==> src/rtl/nasti_channel_slice.sv <==
// nasti_channel_slice: per-port, per-channel FIFO buffering stage between an
// upstream (s) and a downstream (m) NASTI bundle of N_PORT ports.
//   clk, rst      : clock and asynchronous active-high reset
//   s_aw/s_w/s_ar : request channels from the external master (buffered to m_*)
//   m_b/m_r       : response channels from the external slave (buffered to s_*)
//   idle[p]       : high when every FIFO of port p holds zero entries
// A channel depth of 0 turns that channel into plain wires.
// Each per-port field is packed into a flat vector, with port p at slice p.

// Single channel FIFO.
// x = upstream (producer) side, y = downstream (consumer) side.
// The FIFO never bypasses: a beat accepted on x appears on y one cycle later,
// and x_ready depends only on the registered count.
module nasti_channel_slice_fifo #(
  parameter int unsigned WIDTH = 1,
  parameter int unsigned DEPTH = 1
) (
  input  logic             clk,
  input  logic             rst,
  input  logic             x_valid,
  output logic             x_ready,
  input  logic [WIDTH-1:0] x_data,
  output logic             y_valid,
  input  logic             y_ready,
  output logic [WIDTH-1:0] y_data,
  output logic             empty
);

  if (DEPTH == 0) begin : g_wire
    assign y_valid = x_valid;
    assign x_ready = y_ready;
    assign y_data  = x_data;
    assign empty   = 1'b1;
  end else begin : g_fifo
    localparam int unsigned CW = $clog2(DEPTH + 1);
    localparam int unsigned PW = (DEPTH > 1) ? $clog2(DEPTH) : 1;

    logic [WIDTH-1:0] mem [DEPTH];
    logic [PW-1:0]    rd_ptr;
    logic [PW-1:0]    wr_ptr;
    logic [CW-1:0]    count;
    logic             push;
    logic             pop;

    assign x_ready = (count != CW'(DEPTH));
    assign y_valid = (count != '0);
    assign y_data  = mem[rd_ptr];
    assign empty   = (count == '0);
    assign push    = x_valid & x_ready;
    assign pop     = y_valid & y_ready;

    // Circular buffer; the pointers wrap explicitly so any depth is legal.
    always_ff @(posedge clk or posedge rst) begin
      if (rst) begin
        rd_ptr <= '0;
        wr_ptr <= '0;
        count  <= '0;
        mem    <= '{default: '0};
      end else begin
        if (push) begin
          mem[wr_ptr] <= x_data;
          wr_ptr      <= (wr_ptr == PW'(DEPTH - 1)) ? '0 : wr_ptr + PW'(1);
        end
        if (pop) begin
          rd_ptr <= (rd_ptr == PW'(DEPTH - 1)) ? '0 : rd_ptr + PW'(1);
        end
        count <= count + CW'(push) - CW'(pop);
      end
    end
  end

  // Upstream must hold valid and payload steady while it is being stalled.
  a_x_stable: assert property (@(posedge clk) disable iff (rst)
    (x_valid && !x_ready) |=> (x_valid && $stable(x_data)))
    else $error("nasti_channel_slice: upstream valid/payload changed while stalled");

endmodule

module nasti_channel_slice #(
  parameter int unsigned N_PORT     = 1,
  parameter int unsigned ID_WIDTH   = 1,
  parameter int unsigned ADDR_WIDTH = 8,
  parameter int unsigned DATA_WIDTH = 8,
  parameter int unsigned USER_WIDTH = 1,
  parameter int unsigned AW_DEPTH   = 1,
  parameter int unsigned W_DEPTH    = 2,
  parameter int unsigned B_DEPTH    = 1,
  parameter int unsigned AR_DEPTH   = 1,
  parameter int unsigned R_DEPTH    = 2
) (
  input  logic                           clk,
  input  logic                           rst,
  // upstream AW
  input  logic [N_PORT-1:0]              s_aw_valid,
  output logic [N_PORT-1:0]              s_aw_ready,
  input  logic [N_PORT*ID_WIDTH-1:0]     s_aw_id,
  input  logic [N_PORT*ADDR_WIDTH-1:0]   s_aw_addr,
  input  logic [N_PORT*8-1:0]            s_aw_len,
  input  logic [N_PORT*3-1:0]            s_aw_size,
  input  logic [N_PORT*2-1:0]            s_aw_burst,
  input  logic [N_PORT-1:0]              s_aw_lock,
  input  logic [N_PORT*4-1:0]            s_aw_cache,
  input  logic [N_PORT*3-1:0]            s_aw_prot,
  input  logic [N_PORT*4-1:0]            s_aw_qos,
  input  logic [N_PORT*4-1:0]            s_aw_region,
  input  logic [N_PORT*USER_WIDTH-1:0]   s_aw_user,
  // upstream W
  input  logic [N_PORT-1:0]              s_w_valid,
  output logic [N_PORT-1:0]              s_w_ready,
  input  logic [N_PORT*DATA_WIDTH-1:0]   s_w_data,
  input  logic [N_PORT*DATA_WIDTH/8-1:0] s_w_strb,
  input  logic [N_PORT-1:0]              s_w_last,
  input  logic [N_PORT*USER_WIDTH-1:0]   s_w_user,
  // upstream B
  output logic [N_PORT-1:0]              s_b_valid,
  input  logic [N_PORT-1:0]              s_b_ready,
  output logic [N_PORT*ID_WIDTH-1:0]     s_b_id,
  output logic [N_PORT*2-1:0]            s_b_resp,
  output logic [N_PORT*USER_WIDTH-1:0]   s_b_user,
  // upstream AR
  input  logic [N_PORT-1:0]              s_ar_valid,
  output logic [N_PORT-1:0]              s_ar_ready,
  input  logic [N_PORT*ID_WIDTH-1:0]     s_ar_id,
  input  logic [N_PORT*ADDR_WIDTH-1:0]   s_ar_addr,
  input  logic [N_PORT*8-1:0]            s_ar_len,
  input  logic [N_PORT*3-1:0]            s_ar_size,
  input  logic [N_PORT*2-1:0]            s_ar_burst,
  input  logic [N_PORT-1:0]              s_ar_lock,
  input  logic [N_PORT*4-1:0]            s_ar_cache,
  input  logic [N_PORT*3-1:0]            s_ar_prot,
  input  logic [N_PORT*4-1:0]            s_ar_qos,
  input  logic [N_PORT*4-1:0]            s_ar_region,
  input  logic [N_PORT*USER_WIDTH-1:0]   s_ar_user,
  // upstream R
  output logic [N_PORT-1:0]              s_r_valid,
  input  logic [N_PORT-1:0]              s_r_ready,
  output logic [N_PORT*ID_WIDTH-1:0]     s_r_id,
  output logic [N_PORT*DATA_WIDTH-1:0]   s_r_data,
  output logic [N_PORT*2-1:0]            s_r_resp,
  output logic [N_PORT-1:0]              s_r_last,
  output logic [N_PORT*USER_WIDTH-1:0]   s_r_user,
  // downstream AW
  output logic [N_PORT-1:0]              m_aw_valid,
  input  logic [N_PORT-1:0]              m_aw_ready,
  output logic [N_PORT*ID_WIDTH-1:0]     m_aw_id,
  output logic [N_PORT*ADDR_WIDTH-1:0]   m_aw_addr,
  output logic [N_PORT*8-1:0]            m_aw_len,
  output logic [N_PORT*3-1:0]            m_aw_size,
  output logic [N_PORT*2-1:0]            m_aw_burst,
  output logic [N_PORT-1:0]              m_aw_lock,
  output logic [N_PORT*4-1:0]            m_aw_cache,
  output logic [N_PORT*3-1:0]            m_aw_prot,
  output logic [N_PORT*4-1:0]            m_aw_qos,
  output logic [N_PORT*4-1:0]            m_aw_region,
  output logic [N_PORT*USER_WIDTH-1:0]   m_aw_user,
  // downstream W
  output logic [N_PORT-1:0]              m_w_valid,
  input  logic [N_PORT-1:0]              m_w_ready,
  output logic [N_PORT*DATA_WIDTH-1:0]   m_w_data,
  output logic [N_PORT*DATA_WIDTH/8-1:0] m_w_strb,
  output logic [N_PORT-1:0]              m_w_last,
  output logic [N_PORT*USER_WIDTH-1:0]   m_w_user,
  // downstream B
  input  logic [N_PORT-1:0]              m_b_valid,
  output logic [N_PORT-1:0]              m_b_ready,
  input  logic [N_PORT*ID_WIDTH-1:0]     m_b_id,
  input  logic [N_PORT*2-1:0]            m_b_resp,
  input  logic [N_PORT*USER_WIDTH-1:0]   m_b_user,
  // downstream AR
  output logic [N_PORT-1:0]              m_ar_valid,
  input  logic [N_PORT-1:0]              m_ar_ready,
  output logic [N_PORT*ID_WIDTH-1:0]     m_ar_id,
  output logic [N_PORT*ADDR_WIDTH-1:0]   m_ar_addr,
  output logic [N_PORT*8-1:0]            m_ar_len,
  output logic [N_PORT*3-1:0]            m_ar_size,
  output logic [N_PORT*2-1:0]            m_ar_burst,
  output logic [N_PORT-1:0]              m_ar_lock,
  output logic [N_PORT*4-1:0]            m_ar_cache,
  output logic [N_PORT*3-1:0]            m_ar_prot,
  output logic [N_PORT*4-1:0]            m_ar_qos,
  output logic [N_PORT*4-1:0]            m_ar_region,
  output logic [N_PORT*USER_WIDTH-1:0]   m_ar_user,
  // downstream R
  input  logic [N_PORT-1:0]              m_r_valid,
  output logic [N_PORT-1:0]              m_r_ready,
  input  logic [N_PORT*ID_WIDTH-1:0]     m_r_id,
  input  logic [N_PORT*DATA_WIDTH-1:0]   m_r_data,
  input  logic [N_PORT*2-1:0]            m_r_resp,
  input  logic [N_PORT-1:0]              m_r_last,
  input  logic [N_PORT*USER_WIDTH-1:0]   m_r_user,
  // status
  output logic [N_PORT-1:0]              idle
);

  localparam int unsigned IW   = ID_WIDTH;
  localparam int unsigned AWD  = ADDR_WIDTH;
  localparam int unsigned DW   = DATA_WIDTH;
  localparam int unsigned SW   = DATA_WIDTH / 8;
  localparam int unsigned UW   = USER_WIDTH;
  localparam int unsigned AX_W = IW + AWD + 8 + 3 + 2 + 1 + 4 + 3 + 4 + 4 + UW;
  localparam int unsigned W_W  = DW + SW + 1 + UW;
  localparam int unsigned B_W  = IW + 2 + UW;
  localparam int unsigned R_W  = IW + DW + 2 + 1 + UW;

  // Elaboration-time parameter checks.
  if (USER_WIDTH == 0) begin : g_chk_user
    $fatal(1, "nasti_channel_slice: USER_WIDTH must be > 0");
  end
  if (AW_DEPTH > 16 || W_DEPTH > 16 || B_DEPTH > 16 || AR_DEPTH > 16 || R_DEPTH > 16)
  begin : g_chk_depth
    $fatal(1, "nasti_channel_slice: channel depth exceeds 16");
  end

  for (genvar p = 0; p < int'(N_PORT); p++) begin : g_port
    logic [AX_W-1:0] aw_x, aw_y, ar_x, ar_y;
    logic [W_W-1:0]  w_x, w_y;
    logic [B_W-1:0]  b_x, b_y;
    logic [R_W-1:0]  r_x, r_y;
    logic            aw_empty, w_empty, b_empty, ar_empty, r_empty;

    // Beat packing: fields carried unmodified in a fixed order.
    assign aw_x = {s_aw_id[p*IW +: IW], s_aw_addr[p*AWD +: AWD], s_aw_len[p*8 +: 8],
                   s_aw_size[p*3 +: 3], s_aw_burst[p*2 +: 2], s_aw_lock[p],
                   s_aw_cache[p*4 +: 4], s_aw_prot[p*3 +: 3], s_aw_qos[p*4 +: 4],
                   s_aw_region[p*4 +: 4], s_aw_user[p*UW +: UW]};
    assign {m_aw_id[p*IW +: IW], m_aw_addr[p*AWD +: AWD], m_aw_len[p*8 +: 8],
            m_aw_size[p*3 +: 3], m_aw_burst[p*2 +: 2], m_aw_lock[p],
            m_aw_cache[p*4 +: 4], m_aw_prot[p*3 +: 3], m_aw_qos[p*4 +: 4],
            m_aw_region[p*4 +: 4], m_aw_user[p*UW +: UW]} = aw_y;

    assign ar_x = {s_ar_id[p*IW +: IW], s_ar_addr[p*AWD +: AWD], s_ar_len[p*8 +: 8],
                   s_ar_size[p*3 +: 3], s_ar_burst[p*2 +: 2], s_ar_lock[p],
                   s_ar_cache[p*4 +: 4], s_ar_prot[p*3 +: 3], s_ar_qos[p*4 +: 4],
                   s_ar_region[p*4 +: 4], s_ar_user[p*UW +: UW]};
    assign {m_ar_id[p*IW +: IW], m_ar_addr[p*AWD +: AWD], m_ar_len[p*8 +: 8],
            m_ar_size[p*3 +: 3], m_ar_burst[p*2 +: 2], m_ar_lock[p],
            m_ar_cache[p*4 +: 4], m_ar_prot[p*3 +: 3], m_ar_qos[p*4 +: 4],
            m_ar_region[p*4 +: 4], m_ar_user[p*UW +: UW]} = ar_y;

    assign w_x = {s_w_data[p*DW +: DW], s_w_strb[p*SW +: SW], s_w_last[p],
                  s_w_user[p*UW +: UW]};
    assign {m_w_data[p*DW +: DW], m_w_strb[p*SW +: SW], m_w_last[p],
            m_w_user[p*UW +: UW]} = w_y;

    assign b_x = {m_b_id[p*IW +: IW], m_b_resp[p*2 +: 2], m_b_user[p*UW +: UW]};
    assign {s_b_id[p*IW +: IW], s_b_resp[p*2 +: 2], s_b_user[p*UW +: UW]} = b_y;

    assign r_x = {m_r_id[p*IW +: IW], m_r_data[p*DW +: DW], m_r_resp[p*2 +: 2],
                  m_r_last[p], m_r_user[p*UW +: UW]};
    assign {s_r_id[p*IW +: IW], s_r_data[p*DW +: DW], s_r_resp[p*2 +: 2],
            s_r_last[p], s_r_user[p*UW +: UW]} = r_y;

    nasti_channel_slice_fifo #(.WIDTH(AX_W), .DEPTH(AW_DEPTH)) u_aw (
      .clk(clk), .rst(rst),
      .x_valid(s_aw_valid[p]), .x_ready(s_aw_ready[p]), .x_data(aw_x),
      .y_valid(m_aw_valid[p]), .y_ready(m_aw_ready[p]), .y_data(aw_y),
      .empty(aw_empty));

    nasti_channel_slice_fifo #(.WIDTH(W_W), .DEPTH(W_DEPTH)) u_w (
      .clk(clk), .rst(rst),
      .x_valid(s_w_valid[p]), .x_ready(s_w_ready[p]), .x_data(w_x),
      .y_valid(m_w_valid[p]), .y_ready(m_w_ready[p]), .y_data(w_y),
      .empty(w_empty));

    nasti_channel_slice_fifo #(.WIDTH(B_W), .DEPTH(B_DEPTH)) u_b (
      .clk(clk), .rst(rst),
      .x_valid(m_b_valid[p]), .x_ready(m_b_ready[p]), .x_data(b_x),
      .y_valid(s_b_valid[p]), .y_ready(s_b_ready[p]), .y_data(b_y),
      .empty(b_empty));

    nasti_channel_slice_fifo #(.WIDTH(AX_W), .DEPTH(AR_DEPTH)) u_ar (
      .clk(clk), .rst(rst),
      .x_valid(s_ar_valid[p]), .x_ready(s_ar_ready[p]), .x_data(ar_x),
      .y_valid(m_ar_valid[p]), .y_ready(m_ar_ready[p]), .y_data(ar_y),
      .empty(ar_empty));

    nasti_channel_slice_fifo #(.WIDTH(R_W), .DEPTH(R_DEPTH)) u_r (
      .clk(clk), .rst(rst),
      .x_valid(m_r_valid[p]), .x_ready(m_r_ready[p]), .x_data(r_x),
      .y_valid(s_r_valid[p]), .y_ready(s_r_ready[p]), .y_data(r_y),
      .empty(r_empty));

    assign idle[p] = aw_empty & w_empty & b_empty & ar_empty & r_empty;
  end

endmodule

==> config.mk <==
export PLATFORM = sky130hd
export DESIGN_NAME = nasti_channel_slice
export DESIGN_NICKNAME = d
export VERILOG_FILES = /design/src/rtl/nasti_channel_slice.sv
export SDC_FILE = /design/constraint.sdc
export NUM_CORES = 1
export LEC_CHECK = 0
export BUFFER_PORTS_ARGS = -buffer_cell sky130_fd_sc_hd__buf_4
export CAP_MARGIN = 10
export CORE_MARGIN = 5
export CORE_UTILIZATION = 48
export DETAILED_ROUTE_END_ITERATION = 10
export PLACE_DENSITY = 0.91
export SKIP_CTS_REPAIR_TIMING = 1
export SLEW_MARGIN = 15
export SYNTH_ARGS = -nofsm -noshare
export SYNTH_HDL_FRONTEND = slang
export SYNTH_SLANG_ARGS = --single-unit
==> constraint.sdc <==
create_clock -name clk -period 5.2 [get_ports clk]
set_input_delay 0.26 -clock clk [delete_from_list [all_inputs] [get_ports clk]]
set_output_delay 0.26 -clock clk [all_outputs]
set_load 0.03 [all_outputs]
==> metrics.cfg <==
[status]
status = complete, no violations

[timing]
hold_slack_ns = 0.02967
period_share = 0.3916
rsz0062_at_grt = false
fmax_mhz = 491.1
worstMarginPinSlew_ns = 1.056
fin_tns_setup_ns = 0
setup_viol = 0
finalCriticalPeriod_ns = 2.036
hold_violations = 0
fin_ws_ns = 3.164
slew-limit-headroom = 0.2947
finalMaxSlewViolations = 0
clock_skew_ns = 0.003290

[yosys]
ys_ff_latch = 141
synthesis.area_mm2 = 0.005753
synthesis.nets = 473
syn_avg_cell_area_um2 = 16.39
synth-seq-area-share = 0.6133
synth_cells = 351
ys_warn_count = 0
synth.distinct_cells = 22

[detailed_routing]
dr.pass1.iters = 4
viasPerCell = 5.040
antenna_left = 0
wl_per_cell_um = 18.79
drc = 0
num_vias = 3785
wirelength_um = 14110
drt_iter0_drc = 137

[power]
p_sw_frac = 0.3600
powerDensity_mw_per_mm2 = 610.9
p_sw_mw = 1.799
power.total_mw = 4.997
power_frac_clock = 0.225
ir_worst_vdd_uv = 382.9
p_seq_frac = 0.345
internal_power_mw = 3.198
combPwrFrac = 0.430
p_leak_nw = 3.906

[global_routing]
grt_remaining_overflow = 0
grt_pass1_wl_um = 22270
top_usage_layer = met2
grt_use_met3 = 0.07692
antenna_found_initial = 0
use_met2 = 0.3513
grt_max_degree = 78
first_global_vias = 4253
grt_usage = 0.2021
grt_use_met1 = 0.2177

[final_layout]
final_nets = 714
multi_input_area_mm2 = 0.002085
diodes = 0
fillers = 813
final_common_cell = buf_4
final_cell_mix = 235 x buf_4, 141 x dfrtp_1, 134 x mux2_2
postLayoutCellArea_mm2 = 0.008179
seq_area_mm2 = 0.003528
area_growth_pct = 42.17
drive_above_1_share = 0.7036

[clock_tree]
cts.clk_slew.worst_paths_ns = 0.05
clock_latency_ns = 0.41
clock-sinks = 141
cts_tree = built
numCtsBuffers = 17
cts_max_level = 4
cts_buffer_depth = 2
cts_root_buffer = clkbuf_16

[placement]
dp_hpwl_um = 10610
finalWeightedCongestion = 0.7751
place_ws_ns = 3.366
portBuffers = 234
postPlaceCellArea_mm2 = 0.007596

[die]
initial_core_util = 0.4850
io_pins = 235
dieWidth_um = 119.5
coreArea_mm2 = 0.01186
die_h_um = 119.5
num_rows = 40
die_area_mm2 = 0.01428

[run]
drv_cap = 0

[critical_path]
crit_type = flip-flop to output pin
r2r_cells = 7
critical_path_required_ns = 4.94
worst-path-max-fanout = 14
arrival_ns = 1.78
endpoint_kind = output pin
start_kind = flip-flop

[worst_hold_path]
hold_depth = 2
min_path_type = input pin to flip-flop

## power by group through the flow
stage / clock network (mW) / logic, mW / registers (mW)
finish: 1.12 / 2.15 / 1.73
global route: 1.20 / 2.26 / 1.78
CTS: 1.15 / 2.17 / 1.73
detailed placement: 0 / 2.16 / 1.74
global placement: 0 / 2.10 / 1.70
floorplan: 0 / 1.21 / 1.95
## cells by family after synthesis
logic type | Yosys count | synth area share
buffers and inverters | 24 | 0.02697
flip-flops | 141 | 0.6133
AND/OR/NAND/NOR | 17 | 0.02044
AO/OA/AOI/OAI | 3 | 0.003914
adder cells (fa/ha/maj) | 4 | 0.008700
multiplexers | 154 | 0.3145
XOR/XNOR | 8 | 0.01218
## stage by stage
| stage | instances | util |
|---|---|---|
| after floorplan | 351 | - |
| after global placement | 717 | 0.6404 |
| after detailed placement | 717 | 0.6404 |
| after CTS | 748 | 0.6870 |
| after global routing | 751 | 0.6896 |
| final | 751 | 0.6896 |
## cell type report
type | instances | share of cell area
inverter | 8 | 0.004283
sequential | 141 | 0.4314
timing repair buffer | 238 | 0.2194
multi-input combinational | 186 | 0.2549
tap | 147 | 0.02249
clock buffer | 23 | 0.05966
clock inverter | 8 | 0.007955
## layer usage
layer  part of all wire  vias up
met2               0.54      160
met3              0.080       39
li1                   -     1713
met5                  0        -
met1               0.35     1873
met4              0.031        0
## state kept, by name, indices dropped and copies added, names as in the netlist
signal                    count
g_port.u_ar.g_fifo.mem       39
g_port.u_ar.y_valid           1
g_port.u_aw.g_fifo.mem       39
g_port.u_aw.y_valid           1
g_port.u_b.g_fifo.mem         4
g_port.u_b.y_valid            1
g_port.u_r.g_fifo.count       2
g_port.u_r.g_fifo.mem        26
g_port.u_r.g_fifo.rd_ptr      1
g_port.u_r.g_fifo.wr_ptr      1
g_port.u_w.g_fifo.count       2
g_port.u_w.g_fifo.mem        22
g_port.u_w.g_fifo.rd_ptr      1
g_port.u_w.g_fifo.wr_ptr      1
## worst paths after layout
check | start | endpoint | slack, ns
max | g_port[0].u_r.g_fifo.rd_ptr | s_r_data[1] | 3.16
min | s_b_ready | g_port[0].u_b.y_valid | 0.03
max reg2reg | g_port[0].u_r.g_fifo.count[1] | g_port[0].u_r.g_fifo.count[1] | 3.36
min reg2reg | g_port[0].u_w.g_fifo.wr_ptr | g_port[0].u_w.g_fifo.wr_ptr | 0.47
max in group asynchronous | rst | g_port[0].u_w.g_fifo.mem[7] | 3.32
min in group asynchronous | rst | g_port[0].u_ar.g_fifo.mem[4] | 0.48
## synthesized netlist by cell type
library cell	n	area, um^2
xor2_1	4	35.03
buf_4	1	7.510
xnor2_1	4	35.03
o21bai_1	3	22.52
nand3_1	1	5.000
nand2b_4	1	13.76
nor3_1	1	5.000
and3_1	2	12.51
dfrtp_1	141	3528
nand2b_1	1	6.260
and3b_1	2	17.52
and2_1	3	18.77
buf_6	2	22.52
mux2_4	20	300.3
nor2b_1	3	18.77
buf_2	11	55.05
buf_12	2	40.04
ha_1	4	50.05
inv_1	8	30.03
mux2_2	134	1509
or2_2	2	12.51
and2_2	1	7.510
## worst max-delay path: stages (launching register included)
cell	delay, ns
dfrtp_1	0.76
mux2_2	0.43
buf_4	0.17
Power figures use the tool's default switching activity.
